===== config.mk =====
export PLATFORM = sky130hd
export DESIGN_NAME = calibration_pattern_tx_flat
export DESIGN_NICKNAME = d
export VERILOG_FILES = /design/src/rtl/calibration_pattern_tx_if.sv /design/src/rtl/calibration_pattern_tx.sv /design/src/flat_wrapper.sv
export SDC_FILE = /design/constraint.sdc
export NUM_CORES = 1
export LEC_CHECK = 0
export CORE_MARGIN = 1
export CORE_UTILIZATION = 55
export DETAILED_ROUTE_END_ITERATION = 16
export DONT_BUFFER_PORTS = 1
export PLACE_DENSITY = 0.7
export SLEW_MARGIN = 20
export SYNTH_ARGS = -nofsm -noshare
export SYNTH_HDL_FRONTEND = slang
export SYNTH_SLANG_ARGS = --single-unit

===== constraint.sdc =====
create_clock -name clk_pixel -period 5.2 [get_ports clk_pixel]
set_input_delay 1.04 -clock clk_pixel [delete_from_list [all_inputs] [get_ports clk_pixel]]
set_output_delay 1.04 -clock clk_pixel [all_outputs]
set_load 0.03 [all_outputs]

===== src/rtl/calibration_pattern_tx_if.sv =====
// Request/response bundle between the calibration step FSM and the pattern
// transmitter.
//   master: start, bit_index, pattern_mode, on_color   -> transmitter
//   slave : strand_out, busy, displayed_frame_valid    -> step FSM / strand
interface calibration_pattern_tx_if #(
    parameter int unsigned LED_ADDRESS_WIDTH = 10
);
    localparam int unsigned BIT_IDX_WIDTH = $clog2(LED_ADDRESS_WIDTH);

    logic                     start;
    logic [BIT_IDX_WIDTH-1:0] bit_index;
    logic [1:0]               pattern_mode;
    logic [23:0]              on_color;
    logic                     strand_out;
    logic                     busy;
    logic                     displayed_frame_valid;

    modport master (
        output start, bit_index, pattern_mode, on_color,
        input  strand_out, busy, displayed_frame_valid
    );

    modport slave (
        input  start, bit_index, pattern_mode, on_color,
        output strand_out, busy, displayed_frame_valid
    );
endinterface


===== src/rtl/calibration_pattern_tx.sv =====
// Calibration pattern transmitter: on each accepted start, sends one
// WS2812-style frame in which LED i is lit iff bit bit_index of i (optionally
// complemented) is set, then holds the line low for the strand latch time
// and raises displayed_frame_valid.
//   clk_pixel, rst_n (async, active-low)
//   bus.slave: start/bit_index/pattern_mode/on_color in,
//              strand_out/busy/displayed_frame_valid out (all registered)
module calibration_pattern_tx #(
    parameter int unsigned NUM_LEDS          = 50,
    parameter int unsigned LED_ADDRESS_WIDTH = 10,
    parameter int unsigned T0H_CYCLES        = 30,
    parameter int unsigned T1H_CYCLES        = 59,
    parameter int unsigned BIT_CYCLES        = 93,
    parameter int unsigned RESET_CYCLES      = 22275
) (
    input  logic                   clk_pixel,
    input  logic                   rst_n,
    calibration_pattern_tx_if.slave bus
);
    localparam int unsigned BIT_IDX_WIDTH = $clog2(LED_ADDRESS_WIDTH);
    localparam int unsigned LED_W   = (NUM_LEDS > 1) ? $clog2(NUM_LEDS) : 1;
    localparam int unsigned BIT_W   = 5;
    localparam int unsigned CYC_MAX = (BIT_CYCLES > RESET_CYCLES) ? BIT_CYCLES - 1
                                                                  : RESET_CYCLES - 1;
    localparam int unsigned CYC_W   = (CYC_MAX > 0) ? $clog2(CYC_MAX + 1) : 1;

    typedef enum logic [2:0] {
        SETTLE,
        IDLE,
        SEND_HIGH,
        SEND_LOW,
        LATCH,
        DONE
    } state_e;

    state_e                   state_q;
    logic [LED_W-1:0]         led_cnt_q;
    logic [BIT_W-1:0]         bit_cnt_q;
    logic [CYC_W-1:0]         cyc_cnt_q;
    logic                     pending_q;
    logic [BIT_IDX_WIDTH-1:0] bit_idx_q;
    logic [1:0]               mode_q;
    logic [23:0]              color_q;
    logic                     strand_out_q;
    logic                     busy_q;
    logic                     valid_q;

    logic [LED_ADDRESS_WIDTH-1:0] led_id_c;
    logic                         id_bit_c;
    logic                         lit_c;
    logic [23:0]                  color_shift_c;
    logic                         bit_val_c;
    logic [CYC_W-1:0]             high_last_c;
    logic                         open_c;
    logic                         accept_c;

    // Current bit value and the high time it needs; an index past the ID
    // width shifts everything out, so it reads as 0.
    always_comb begin
        led_id_c      = LED_ADDRESS_WIDTH'(led_cnt_q) >> bit_idx_q;
        id_bit_c      = |(led_id_c & LED_ADDRESS_WIDTH'(1));
        case (mode_q)
            2'd0:    lit_c = id_bit_c;
            2'd1:    lit_c = ~id_bit_c;
            2'd2:    lit_c = 1'b0;
            default: lit_c = 1'b1;
        endcase
        color_shift_c = color_q << bit_cnt_q;
        bit_val_c     = lit_c & (|(color_shift_c & 24'h800000));
        high_last_c   = bit_val_c ? CYC_W'(T1H_CYCLES - 1) : CYC_W'(T0H_CYCLES - 1);
        open_c        = (state_q == IDLE) || (state_q == DONE);
        accept_c      = open_c && (bus.start || pending_q);
    end

    // Frame FSM. The line is a registered copy of "state is SEND_HIGH", so the
    // wire trails the FSM by one cycle; valid likewise rises one cycle after
    // DONE, exactly when the line has been low for the full latch time.
    always_ff @(posedge clk_pixel or negedge rst_n) begin
        if (!rst_n) begin
            state_q      <= SETTLE;
            led_cnt_q    <= '0;
            bit_cnt_q    <= '0;
            cyc_cnt_q    <= '0;
            pending_q    <= 1'b0;
            bit_idx_q    <= '0;
            mode_q       <= 2'd0;
            color_q      <= 24'h000000;
            strand_out_q <= 1'b0;
            busy_q       <= 1'b1;
            valid_q      <= 1'b0;
        end else begin
            strand_out_q <= (state_q == SEND_HIGH);

            // Request fields are captured only while a start can be honoured.
            if (bus.start && (open_c || (state_q == SETTLE))) begin
                bit_idx_q <= bus.bit_index;
                mode_q    <= bus.pattern_mode;
                color_q   <= bus.on_color;
            end

            case (state_q)
                SETTLE: begin
                    if (bus.start) begin
                        pending_q <= 1'b1;
                    end
                    if (cyc_cnt_q == CYC_W'(RESET_CYCLES - 1)) begin
                        cyc_cnt_q <= '0;
                        state_q   <= IDLE;
                    end else begin
                        cyc_cnt_q <= cyc_cnt_q + CYC_W'(1);
                    end
                end
                IDLE, DONE: begin
                    if (accept_c) begin
                        pending_q <= 1'b0;
                        led_cnt_q <= '0;
                        bit_cnt_q <= '0;
                        cyc_cnt_q <= '0;
                        busy_q    <= 1'b1;
                        valid_q   <= 1'b0;
                        state_q   <= SEND_HIGH;
                    end else begin
                        busy_q  <= 1'b0;
                        valid_q <= (state_q == DONE);
                    end
                end
                SEND_HIGH: begin
                    cyc_cnt_q <= cyc_cnt_q + CYC_W'(1);
                    if (cyc_cnt_q == high_last_c) begin
                        state_q <= SEND_LOW;
                    end
                end
                SEND_LOW: begin
                    // The cycle counter runs across both halves, so every bit
                    // period is exactly BIT_CYCLES long.
                    if (cyc_cnt_q == CYC_W'(BIT_CYCLES - 1)) begin
                        cyc_cnt_q <= '0;
                        state_q   <= SEND_HIGH;
                        if (bit_cnt_q == BIT_W'(23)) begin
                            bit_cnt_q <= '0;
                            if (led_cnt_q == LED_W'(NUM_LEDS - 1)) begin
                                state_q <= LATCH;
                            end else begin
                                led_cnt_q <= led_cnt_q + LED_W'(1);
                            end
                        end else begin
                            bit_cnt_q <= bit_cnt_q + BIT_W'(1);
                        end
                    end else begin
                        cyc_cnt_q <= cyc_cnt_q + CYC_W'(1);
                    end
                end
                LATCH: begin
                    if (cyc_cnt_q == CYC_W'(RESET_CYCLES - 1)) begin
                        cyc_cnt_q <= '0;
                        state_q   <= DONE;
                    end else begin
                        cyc_cnt_q <= cyc_cnt_q + CYC_W'(1);
                    end
                end
                default: begin
                    state_q <= SETTLE;
                end
            endcase
        end
    end

    assign bus.strand_out            = strand_out_q;
    assign bus.busy                  = busy_q;
    assign bus.displayed_frame_valid = valid_q;
endmodule


===== src/flat_wrapper.sv =====
// flat-port wrapper written by rule: the top's interface ports become plain ports
module calibration_pattern_tx_flat 
#(
    parameter int unsigned NUM_LEDS          = 50,
    parameter int unsigned LED_ADDRESS_WIDTH = 10,
    parameter int unsigned T0H_CYCLES        = 30,
    parameter int unsigned T1H_CYCLES        = 59,
    parameter int unsigned BIT_CYCLES        = 93,
    parameter int unsigned RESET_CYCLES      = 22275
)
  (clk_pixel, rst_n, bus_start, bus_bit_index, bus_pattern_mode, bus_on_color, bus_strand_out, bus_busy, bus_displayed_frame_valid);
  calibration_pattern_tx_if #(.LED_ADDRESS_WIDTH(LED_ADDRESS_WIDTH)) bus_i ();
  input  logic clk_pixel;
  input  logic rst_n;
  input wire logic [$bits(bus_i.start)-1:0] bus_start;
  input wire logic [$bits(bus_i.bit_index)-1:0] bus_bit_index;
  input wire logic [$bits(bus_i.pattern_mode)-1:0] bus_pattern_mode;
  input wire logic [$bits(bus_i.on_color)-1:0] bus_on_color;
  output wire logic [$bits(bus_i.strand_out)-1:0] bus_strand_out;
  output wire logic [$bits(bus_i.busy)-1:0] bus_busy;
  output wire logic [$bits(bus_i.displayed_frame_valid)-1:0] bus_displayed_frame_valid;
  assign bus_i.start = bus_start;
  assign bus_i.bit_index = bus_bit_index;
  assign bus_i.pattern_mode = bus_pattern_mode;
  assign bus_i.on_color = bus_on_color;
  assign bus_strand_out = bus_i.strand_out;
  assign bus_busy = bus_i.busy;
  assign bus_displayed_frame_valid = bus_i.displayed_frame_valid;
  calibration_pattern_tx #(.NUM_LEDS(NUM_LEDS), .LED_ADDRESS_WIDTH(LED_ADDRESS_WIDTH), .T0H_CYCLES(T0H_CYCLES), .T1H_CYCLES(T1H_CYCLES), .BIT_CYCLES(BIT_CYCLES), .RESET_CYCLES(RESET_CYCLES)) u_core (.clk_pixel(clk_pixel), .rst_n(rst_n), .bus(bus_i));
endmodule

# After elaboration in Yosys (flattened, before gate mapping)

Index checks and enable logic that the tools add are counted.

Memories: 0
Bits in read-only memories: 0
Word-level logic and storage cells: 83
Input bits: 33
Output and inout port bits: 3
Memory bits (writable): 0
Latch bits: 0
Register bits: 63

$lt $le $gt $ge: 0
Shift-type cells: 2
Mux-type cells: 28
Divide/modulo/power cells: 0
Eq/ne operators: 20
Add/sub/neg operators: 3
Multiply operators: 0
Bitwise operators: 2
Reductions and logical operators: 17

Operator list:

| cell                  | number |
|---|---|
| $pmux 15 s4           | 1 |
| $mux 15               | 3 |
| $mux 6                | 5 |
| $shl 24x5->24         | 1 |
| $mux 3                | 7 |
| $add 15x1->15 const B | 1 |
| $eq 15x15->1          | 1 |
| $eq 15x15->1 const B  | 1 |
| $eq 15x7->1 const B   | 1 |
| $mux 5                | 3 |
| $pmux 3 s5            | 1 |
| $pmux 6 s2            | 1 |
| $pmux 5 s2            | 1 |
| $reduce_and 5->1      | 2 |
| $ne 2x1->1 const B    | 4 |
| $ne 2x2->1 const B    | 4 |
| $add 6x1->6 const B   | 1 |
| $eq 3x2->1 const B    | 2 |
| $eq 3x3->1 const B    | 2 |
| $eq 6x6->1 const B    | 1 |
| $reduce_and 3->1      | 2 |
| $shr 6x4->1           | 1 |
| $add 5x1->5 const B   | 1 |
| $eq 5x5->1 const B    | 1 |
| 16 further kinds      | 24 |

# Longest topological paths before layout

Depth after elaboration: 8
Depth in mapped cells: 9
Depth with buffers taken out: 8

# Least setup slack after synthesis

OpenSTA, ideal clock, no wires.

Path kind: flip-flop to flip-flop
Start point: register u_core.cyc_cnt_q[0]
End point: register u_core.cyc_cnt_q[13]
Period minus slack after synthesis: 2.544 ns
Library setup time: 0.121 ns
Buffers on the path: 1
Path slack: 2.656 ns
Stages on the path, launching flop included: 10
Arrival: 2.423 ns
Data required time: 5.079 ns
Cell sequence: dfrtp_1 inv_1 ha_1 or4bb_1 or4_4 o211ai_4 and2_4 buf_8 o21ai_2 a22o_1

Cells in the longest elaborated chain, start to end: 3
Elaborated cells between the ends (all ways): 6

RTL lines:

| what                                        | RTL line                                                                                    | source |
|---|---|---|
| from (decl)                                 | calibration_pattern_tx.sv:39                                                                | `logic [CYC_W-1:0] cyc_cnt_q;` |
| from (signal assigned)                      | calibration_pattern_tx.sv:110                                                               | `cyc_cnt_q <= cyc_cnt_q + CYC_W'(1);` |
| from (signal assigned)                      | calibration_pattern_tx.sv:128                                                               | `cyc_cnt_q <= cyc_cnt_q + CYC_W'(1);` |
| from (signal assigned)                      | calibration_pattern_tx.sv:150                                                               | `cyc_cnt_q <= cyc_cnt_q + CYC_W'(1);` |
| $add 15x1->15, or another cell as far along | n/a                                                                                         |  |
| $mux 15, on equally long branches           | calibration_pattern_tx.sv:106, calibration_pattern_tx.sv:154, calibration_pattern_tx.sv:136 |  |
| $pmux 15 s4 *                               | calibration_pattern_tx.sv:101                                                               | `case (state_q)` |

Mark *: on every way between the ends. The rest lies on a longest branch, timed or not.
A chain may end at the register's enable or synchronous reset.

# Final worst setup path

Start point: register u_core.cyc_cnt_q[0]
End point: register u_core.cyc_cnt_q[5]

The elaborated chain is that of the path after synthesis.

==> impl_results.rst <==
.. list-table::
   :header-rows: 1

   * - Metric
     - Value
   * - Die X-Extent
     - 79.5 um
   * - Worst r2r path cells
     - 8
   * - CORE AREA
     - 0.00564 mm^2
   * - Fraction of final layout cells sized beyond drive strength 1
     - 20.4%
   * - Final cell count without fillers
     - 381
   * - FFs w/ async S/R, synth
     - 100%
   * - Hold Buf Count CTS
     - 0
   * - Clock Root Buffer
     - clkbuf_8
   * - Internal reg-to-reg setup slack
     - 2440 ps
   * - Data required, critical path
     - 5420 ps
   * - Measured slew at the worst slew-check pin
     - 964 ps
   * - Final Hold Fails
     - 0
   * - Post-synth top flop
     - dfrtp_1
   * - Synth Instances
     - 305
   * - Net count after synthesis
     - 344
   * - HPWL after detailed placement
     - 4310 um
   * - Clock Skew
     - 10.7 ps
   * - Number of DRC markers in iteration 0
     - 146
   * - Highest clock frequency the design can meet
     - 363 MHz
   * - First-pass GRT wire length
     - 10600 um
   * - Area of the mapped netlist
     - 0.00330 mm^2
   * - Global placer's final weighted congestion
     - 0.883
   * - Leakage component of the power
     - 1.49 nW
   * - Initial standard-cell utilization of the core
     - 58.5%
   * - Data arrival time of the worst path
     - 2980 ps
   * - Reg2Reg Capture Point
     - u_core.cyc_cnt_q[5]
   * - Sinks on the clock net
     - 63
   * - Antenna violations before repair
     - 0
   * - IO Count
     - 36
   * - Headroom to the max-slew limit
     - 35.6%
   * - Ratio of routed vias to standard cells
     - 6.00
   * - Mean area per synthesized cell
     - 10.8 um^2
   * - Power per unit of standard cell area
     - 291 mW/mm^2
   * - Post-synth EDFFs
     - 0
   * - Clk Latency, worst-skew pair
     - 340 ps
   * - Number of fill cells in the layout
     - 458
   * - Number of cells in the design after placement
     - 365
   * - Share of the yosys chip area belonging to registers
     - 47.8%
   * - Cell row count
     - 27
   * - Die ar.
     - 0.00632 mm^2
   * - Number of setup buffers added after CTS
     - 0
   * - Crit share post-route
     - 53.0%
   * - Final wirelength
     - 6180 um
   * - Number of global-route vias before repair
     - 2265
   * - RSZ-0062 raised after global routing
     - false
   * - Source of the worst register-to-register timing path
     - u_core.cyc_cnt_q[0]
   * - Count of buffers from port buffering
     - 0
   * - Min-Delay Path Class
     - primary input to asynchronous set/reset pin
   * - Commonest non-fill, non-tap cell in the layout
     - dfrtp_1
   * - Final nets
     - 343
   * - N_diodes
     - 0
   * - Clock-pin slew on the worst setup and hold paths
     - 70 ps
   * - Finished Core Util
     - 61.7%
   * - Largest driver fanout on the critical path
     - 13
   * - Maximum root-to-sink buffer count
     - 2
   * - Area growth, synth to finish
     - 5.42%
   * - First-pass iteration count of the detailed router
     - 4
   * - Type of element capturing the critical path
     - flip-flop
   * - Result of the run
     - finished, final reports clean
   * - Post-cts repair resize count
     - 0
   * - Total power consumption of the routed design
     - 1.01 mW
   * - Yosys warnings
     - 0
   * - Post-Route Setup TNS
     - 0 ps
   * - Total via count after detailed routing
     - 2286
   * - Post-synthesis register bit count
     - 63
   * - Antenna viol nets, final
     - 0
   * - Total global routing track utilization
     - 22.1%
   * - Synth top area share
     - 47.0%
   * - TritonCTS clock tree
     - yes
   * - Maximum number of pins on one net before global-route repair
     - 64
   * - Number of CTS-inserted buffers
     - 9
   * - Die Y-Extent
     - 79.5 um
   * - Biggest area contributors in the synthesized netlist
     - dfrtp_1 47%, mux2_2 11%, o21ai_0 3.8%
   * - Number of DRC violations after detailed routing
     - 0
   * - Worst voltage drop across the vdd grid
     - 0.164 mV
   * - H-tree level count
     - 3
   * - Post-synthesis cell type count
     - 55
   * - Number of violations of the max-capacitance limit
     - 0
   * - Slew Viols, Final
     - 0
   * - Startpoint type of the worst setup path
     - flip-flop
   * - Commonest cells after routing, fill and taps aside
     - 62 x dfrtp_1, 31 x mux2_2, 25 x o21ai_0, 24 x nor2_1, 23 x nand2_1
   * - Minimum clock period
     - 2760 ps
   * - Leading area contributor after synthesis
     - dfrtp_1
   * - Overflow after GRT
     - 0
   * - Type of the worst setup path
     - flip-flop to flip-flop
   * - Setup-failing EPs final
     - 0
   * - Routed len/inst
     - 16.2 um
-- cell families after synthesis --
kind of cell	count (synthesis)	synth area share (%)
compound gates	60	11.9
xor+xnor	5	1.33
fa+ha+maj	6	2.27
buf+inv	20	3.60
flops	63	47.8
mux	43	16.1
simple gates	108	17.1
-- worst max-delay path by stage --
stage / startpoint / endpoint / slack [ps]
after global placement: u_core.cyc_cnt_q[0] / u_core.cyc_cnt_q[5] / 2530
after global routing: u_core.cyc_cnt_q[0] / u_core.cyc_cnt_q[5] / 2340
after floorplan: u_core.cyc_cnt_q[0] / u_core.cyc_cnt_q[13] / 2660
after detailed placement: u_core.cyc_cnt_q[0] / u_core.cyc_cnt_q[5] / 2450
after CTS: u_core.cyc_cnt_q[0] / u_core.cyc_cnt_q[5] / 2450
final: u_core.cyc_cnt_q[0] / u_core.cyc_cnt_q[5] / 2440
-- area by class of cell --
type / instances / area (um^2) / share of cell area (%)
multi-input cells: 222 / 1620 / 46.4
well taps: 72 / 90.1 / 2.59
inverters: 8 / 30.0 / 0.863
clock buffers: 11 / 131 / 3.77
flip-flops and latches: 63 / 1580 / 45.3
clock inverters: 5 / 35.0 / 1.01
-- Yosys cell counts, drive strengths merged, types with 4 or more instances --
cell type and instances:
dfrtp 62, mux2 31, o21ai 26, nand2 24, nor2 24, nand3 14, a21oi 11, nor3 11
inv 8, mux2i 7, clkbuf 6, ha 6, or3 6, buf 5, mux4 5, nand2b 5
nand4 5, o31ai 5, a21o 4, a22o 4
-- report_power, final --
part / internal [mW] / total [mW] / switching (mW)
sequential: 0.526 / 0.578 / 0.0515
clock: 0.173 / 0.363 / 0.190
combinational: 0.0449 / 0.0739 / 0.0290
-- per-stage QoR --
step                      worst slack [ps]  instance area, um^2  hold slack (ps)
after floorplan                       2660                 3300              475
after global placement                2530                 3310              485
after detailed placement              2450                 3310              492
after CTS                             2450                 3480              375
after global routing                  2340                 3480              362
final                                 2440                 3480              389
-- registers in the layout, summed over array words and instances (netlist names) --
register / count
u_core.bit_cnt_q: 5
u_core.state_q: 3
u_core.bit_idx_q: 4
u_core.led_cnt_q: 6
u_core.pending_q: 1
u_core.cyc_cnt_q: 15
u_core.bus.strand_out: 1
u_core.mode_q: 2
u_core.bus.busy: 1
u_core.bus.displayed_frame_valid: 1
u_core.color_q: 24
-- critical path, cell delays in order (launching register included) --
cell and delay [ps]:
dfrtp_1 440, inv_1 110, ha_1 150, or4bb_1 470
or4_4 570, o211ai_4 250, and2_4 270, o21ai_0 110
a22o_2 290
-- metal layers --
| layer | vias to the layer above | GRT usage (%) | wire length, um |
|---|---|---|---|
| met2 | 40 | 33.9 | 2920 |
| met1 | 1119 | 29.4 | 2930 |
| li1 | 1117 | - | - |
| met4 | 0 | 10.4 | 98 |
| met3 | 10 | 5.60 | 232 |
| met5 | - | 0 | 0 |
(Power assumes the default switching activity.)
